### src/rtl/bram_stream_loader.sv
// Turns a valid/ready word stream into sequential BRAM port-A writes and flags load completion.
// Optional `BRAM_LOADER_CHECKSUM_EN adds a 32-bit running sum of accepted words.
module bram_stream_loader #(
    parameter int DATA_WIDTH = 8,
    parameter int DEPTH      = 500,
    localparam int ADDR_W    = $clog2(DEPTH),
    localparam int CNT_W     = $clog2(DEPTH + 1)
) (
    input  logic                  clk,
    input  logic                  rst,
    input  logic                  start,
    input  logic [CNT_W-1:0]      num_words,
    input  logic [DATA_WIDTH-1:0] s_data,
    input  logic                  s_valid,
    input  logic                  s_last,
    output logic                  s_ready,
    output logic [DATA_WIDTH-1:0] bram_din,
    output logic                  bram_ena,
    output logic                  bram_wea,
    output logic [ADDR_W-1:0]     bram_addra,
    output logic                  load_done,
    output logic                  busy,
`ifdef BRAM_LOADER_CHECKSUM_EN
    output logic [31:0]           checksum,
`endif
    output logic                  err
);

    // Stream handshake: a word transfers on every rising edge where s_valid && s_ready.
    // s_ready is high only in LOAD and does not depend on s_valid.
    typedef enum logic [1:0] {IDLE, LOAD, DONE} state_t;

    state_t            state, state_nxt;
    logic [CNT_W-1:0]  cnt, num_lat, cnt_inc;
    logic              start_in, start_zero, start_big, start_go;
    logic              accept, final_beat, end_beat;

    assign start_in   = start && (state != LOAD);
    assign start_zero = start_in && (num_words == '0);
    assign start_big  = start_in && (num_words > CNT_W'(DEPTH));
    assign start_go   = start_in && !start_zero && !start_big;
    assign accept     = s_valid && s_ready;
    assign cnt_inc    = cnt + CNT_W'(1);
    assign final_beat = accept && (cnt_inc == num_lat);
    assign end_beat   = accept && (final_beat || s_last);

    always_ff @(posedge clk) begin
        if (rst) state <= IDLE;
        else     state <= state_nxt;
    end

    always_comb begin
        state_nxt = state;
        case (state)
            IDLE: begin
                if (start_go)        state_nxt = LOAD;
                else if (start_zero) state_nxt = DONE;
            end
            LOAD: begin
                if (end_beat) state_nxt = DONE;
            end
            DONE: begin
                if (start_go)        state_nxt = LOAD;
                else if (start_zero) state_nxt = DONE;
                else if (start_big)  state_nxt = IDLE;
            end
            default: state_nxt = IDLE;
        endcase
    end

    always_comb begin
        s_ready = (state == LOAD);
        busy    = (state == LOAD);
    end

    // Write strobe lags acceptance by one cycle; load_done lags the DONE entry by one more.
    always_ff @(posedge clk) begin
        if (rst) begin
            cnt        <= '0;
            num_lat    <= '0;
            bram_din   <= '0;
            bram_ena   <= 1'b0;
            bram_wea   <= 1'b0;
            bram_addra <= '0;
            load_done  <= 1'b0;
            err        <= 1'b0;
        end else begin
            bram_ena <= accept;
            bram_wea <= accept;
            if (accept) begin
                bram_din   <= s_data;
                bram_addra <= cnt[ADDR_W-1:0];
                cnt        <= cnt_inc;
            end
            if (start_go) begin
                num_lat   <= num_words;
                cnt       <= '0;
                err       <= 1'b0;
                load_done <= 1'b0;
            end else if (start_zero) begin
                num_lat   <= '0;
                cnt       <= '0;
                err       <= 1'b0;
                load_done <= 1'b1;
            end else if (start_big) begin
                err       <= 1'b1;
                load_done <= 1'b0;
            end else begin
                if (state == DONE) load_done <= 1'b1;
                // Early s_last and a final beat lacking s_last are both length errors.
                if (accept && (s_last != final_beat)) err <= 1'b1;
            end
        end
    end

`ifdef BRAM_LOADER_CHECKSUM_EN
    always_ff @(posedge clk) begin
        if (rst)                      checksum <= '0;
        else if (start_go || start_zero) checksum <= '0;
        else if (accept)              checksum <= checksum + 32'(s_data);
    end
`endif

endmodule

### config.mk
export PLATFORM = sky130hd
export DESIGN_NAME = bram_stream_loader
export DESIGN_NICKNAME = d
export VERILOG_FILES = /design/src/rtl/bram_stream_loader.sv
export SDC_FILE = /design/constraint.sdc
export NUM_CORES = 1
export LEC_CHECK = 0
export ABC_AREA = 1
export CAP_MARGIN = 40
export CORE_MARGIN = 10
export CORE_UTILIZATION = 49
export CTS_CLUSTER_SIZE = 10
export DETAILED_ROUTE_END_ITERATION = 8
export PLACE_DENSITY = 0.82
export SLEW_MARGIN = 20
export SYNTH_ARGS = -nofsm -noshare
export SYNTH_HDL_FRONTEND = slang
export SYNTH_SLANG_ARGS = --single-unit
### constraint.sdc
create_clock -name clk -period 2.3 [get_ports clk]
set_input_delay 0.345 -clock clk [delete_from_list [all_inputs] [get_ports clk]]
set_output_delay 0.345 -clock clk [all_outputs]
set_load 0.05 [all_outputs]
==> flow_metrics.env <==
export IMPL_die_height_um=82.40
export IMPL_cp_start_kind="flop"
export IMPL_cts_tree="built"
export IMPL_insertion_delay_ps=290
export IMPL_drt_iter0_drc=120
export IMPL_first_global_vias=1676
export IMPL_power_total_mw=1.813
export IMPL_ir_drop_uv=554.4
export IMPL_design_area_um2=2454
export IMPL_ff2ff_setup_slack_ps=180
export IMPL_drive_above_1_share=0.07165
export IMPL_synthTopCellsByCount="55 x nand2_1, 42 x nor2_1, 40 x dfxtp_1, 31 x inv_1, 27 x o21ai_0"
export IMPL_ios=45
export IMPL_die_w_um=82.40
export IMPL_first_pass_iters=4
export IMPL_rr_startpoint="cnt[1]"
export IMPL_final_hold_viol_count=0
export IMPL_yosys_warnings=0
export IMPL_worstSetupPathType="reg -> reg"
export IMPL_synth_area_leader_cell="dfxtp_1"
export IMPL_drc_errors=0
export IMPL_design_die_area_um2=6790
export IMPL_clk_pin_slew_ps=70
export IMPL_fin_crit_ps=2116
export IMPL_fin_setup_tns_ps=0
export IMPL_synth_nets=300
export IMPL_holdPathEnd="err"
export IMPL_diodes=0
export IMPL_cts_root_buf="clkbuf_8"
export IMPL_min_delay_start="err"
export IMPL_cts_resized=0
export IMPL_ys_seq_area_frac=0.4197
export IMPL_min_path_cells=2
export IMPL_finalSetupViolCount=0
export IMPL_async_flop_share=0
export IMPL_synth_seq_cells=40
export IMPL_cts_sinks=40
export IMPL_rr_worst_depth=16
export IMPL_fmax_ghz=0.4725
export IMPL_slew_limit_headroom=0.6527
export IMPL_cts_max_level=2
export IMPL_required_ps=2520
export IMPL_p_leak_nw=1.017
export IMPL_powerDensity_nw_per_um2=739.0
export IMPL_cpPeakStageDelay_ps=360
export IMPL_cpMaxStageDelayCell="dfxtp_2"
export IMPL_grt_pass1_wl_um=7500
export IMPL_worst_r2r_endpoint="state[1]"
export IMPL_cts_hold_buf=0
export IMPL_yosys_top_cells_area="dfxtp_1 42%, nand2_1 11%, nor2_1 8.3%"
export IMPL_synth_most_common_cell="nand2_1"
export IMPL_syn2layout_area_growth_pct=28.59
export IMPL_critPathMostFrequentCell="nand2_1"
export IMPL_place_area_um2=2375
export IMPL_syn_area_um2=1908
export IMPL_wl_per_cell_um=12.64
export IMPL_endpoint_kind="flop"
export IMPL_cp_num_buf_inv=0
export IMPL_worstPathArrival_ps=2340
export IMPL_synth_area_per_cell_um2=6.913
export IMPL_max_clock_path_buffers=2
export IMPL_dp_slack_ps=9.537
export IMPL_post_cts_buffers=0
export IMPL_path_depth=16
export IMPL_wirelength_um=4664
export IMPL_yosys_area_top_type_share=0.4197
export IMPL_design_final_nets=345
export IMPL_numCtsBuffers=5
export IMPL_drtAntennaViolNets=0
export IMPL_maxCapViolations=0
export IMPL_skew_ps=5.336
export IMPL_hold_path_class="reg -> reg"
export IMPL_globalRouteTotalUtil=0.1388
export IMPL_cp_top_family="simple AND/OR/NAND/NOR gates"
export IMPL_vias=1864
export IMPL_finalCritPeriodShare=0.9201
export IMPL_synth_edf_count=0
export IMPL_vias_per_cell=5.051
export IMPL_antenna_found_initial=0
export IMPL_grt_start_max_net_pins=36
export IMPL_start_util=0.5135
export IMPL_rsz0062_at_grt="false"
export IMPL_rows=22
export IMPL_coreArea_um2=3716
export IMPL_synthFlopType="dfxtp_1"
export IMPL_crit_start="cnt[1]"
export IMPL_crit_fanout=5
export IMPL_port_buffers=44
export IMPL_syn_inst=276
export IMPL_grt_overflow_total=0
export IMPL_synth_cell_types=27
export IMPL_tightestPinTransition_ps=519.3
export IMPL_dp_hpwl_um=3524
export IMPL_place_gp_congestion=0.8606
export IMPL_setup_ws_ps=183.7
export IMPL_maxSlewViolCount=0
export IMPL_status="finished, final reports clean"
export IMPL_worstPathCellList="ha_1, nand2_2, nor2_1, nand2_1, nand2_1, nand2_1, nand2_1, nand2_1, nor2_1, nand4_1, ha_1, o21ai_1, nand2_1, a21oi_1, nand2_1, a21oi_1"
area by class of cell:
type                    instances  area (µm²)
fillers                       339        1262
multi-input cells             193       922.1
flip-flops and latches         40       802.0
repair buffers                 47       462.9
inverters                      34       128.9
clock buffers                   6       72.57
well taps                      48       60.06
clock inverters                 1       5.005
metrics by stage:
stage               hold WS, ps    util  std cells
detailed placement        458.2  0.6391        362
finish                    467.2  0.6603        369
floorplan                 414.1       -        276
global placement          454.1  0.6391        362
CTS                       469.6  0.6599        369
global route              504.6  0.6603        369
how the worst max path moves through the flow:
stage | endpoint | slack, ps
after CTS | state[1] | 90
after global routing | state[1] | 8
after detailed placement | state[1] | 10
after global placement | state[1] | 80
after floorplan | state[1] | 300
final | state[1] | 180
worst register-to-register path, cell delays in order, from the launching register on:
cell	delay [ps]
dfxtp_2	360
ha_1	180
nand2_2	90
nor2_1	210
nand2_1	70
nand2_1	80
nand2_1	70
nand2_1	60
nand2_1	50
nor2_1	90
nand4_1	80
ha_1	190
o21ai_1	170
nand2_1	70
a21oi_1	110
nand2_1	70
a21oi_1	110
where the power goes:
part | leakage (nW) | switching [mW] | internal, mW
clock | 0.0410 | 0.225 | 0.206
sequential | 0.327 | 0.0371 | 0.763
combinational | 0.650 | 0.387 | 0.196
total | 1.02 | 0.649 | 1.16
cell families after synthesis:
kind of cell	after synthesis	synth area share
flip-flops	40	0.4197
AO/OA/AOI/OAI	59	0.1620
AND/OR/NAND/NOR	130	0.2990
adder cells (fa/ha/maj)	2	0.01311
XOR/XNOR	2	0.009182
buffers and inverters	43	0.09705
layer usage:
metal | up-vias | GRT usage | wire length, µm
met3 | 4 | 0.06048 | 424
met4 | 0 | 0.03571 | 25
met5 | - | 0 | 0
li1 | 977 | - | -
met1 | 830 | 0.1589 | 1991
met2 | 53 | 0.2317 | 2222
sequential cells by signal, indices dropped and copies added (netlist names):
| name | flops |
|---|---|
| bram_addra | 9 |
| cnt | 9 |
| num_lat | 9 |
| bram_din | 8 |
| state | 2 |
| bram_wea | 1 |
| err | 1 |
| load_done | 1 |
cells in the final DEF, fill, tap and decap left out:
| cell type | instances |
|---|---|
| nand2_1 | 55 |
| clkdlybuf4s50_1 | 44 |
| nor2_1 | 42 |
| dfxtp_1 | 39 |
| inv_1 | 31 |
| o21ai_0 | 26 |
| nand3_1 | 21 |
| a21oi_1 | 21 |
| o21ai_1 | 7 |
| clkbuf_8 | 5 |
| nand4_1 | 4 |
| nand2_2 | 3 |
| o21ai_2 | 3 |
| buf_4 | 3 |
| nand2_4 | 2 |
| clkinv_2 | 2 |
| inv_2 | 2 |
| ha_1 | 2 |
| xor2_1 | 1 |
| xnor2_1 | 1 |
| nor2_8 | 1 |
| nor3_1 | 1 |
| nor3_2 | 1 |
| o22ai_1 | 1 |
| a31oi_1 | 1 |
| clkbuf_1 | 1 |
| dfxtp_2 | 1 |
No activity file was read; power rests on OpenSTA's default activity.
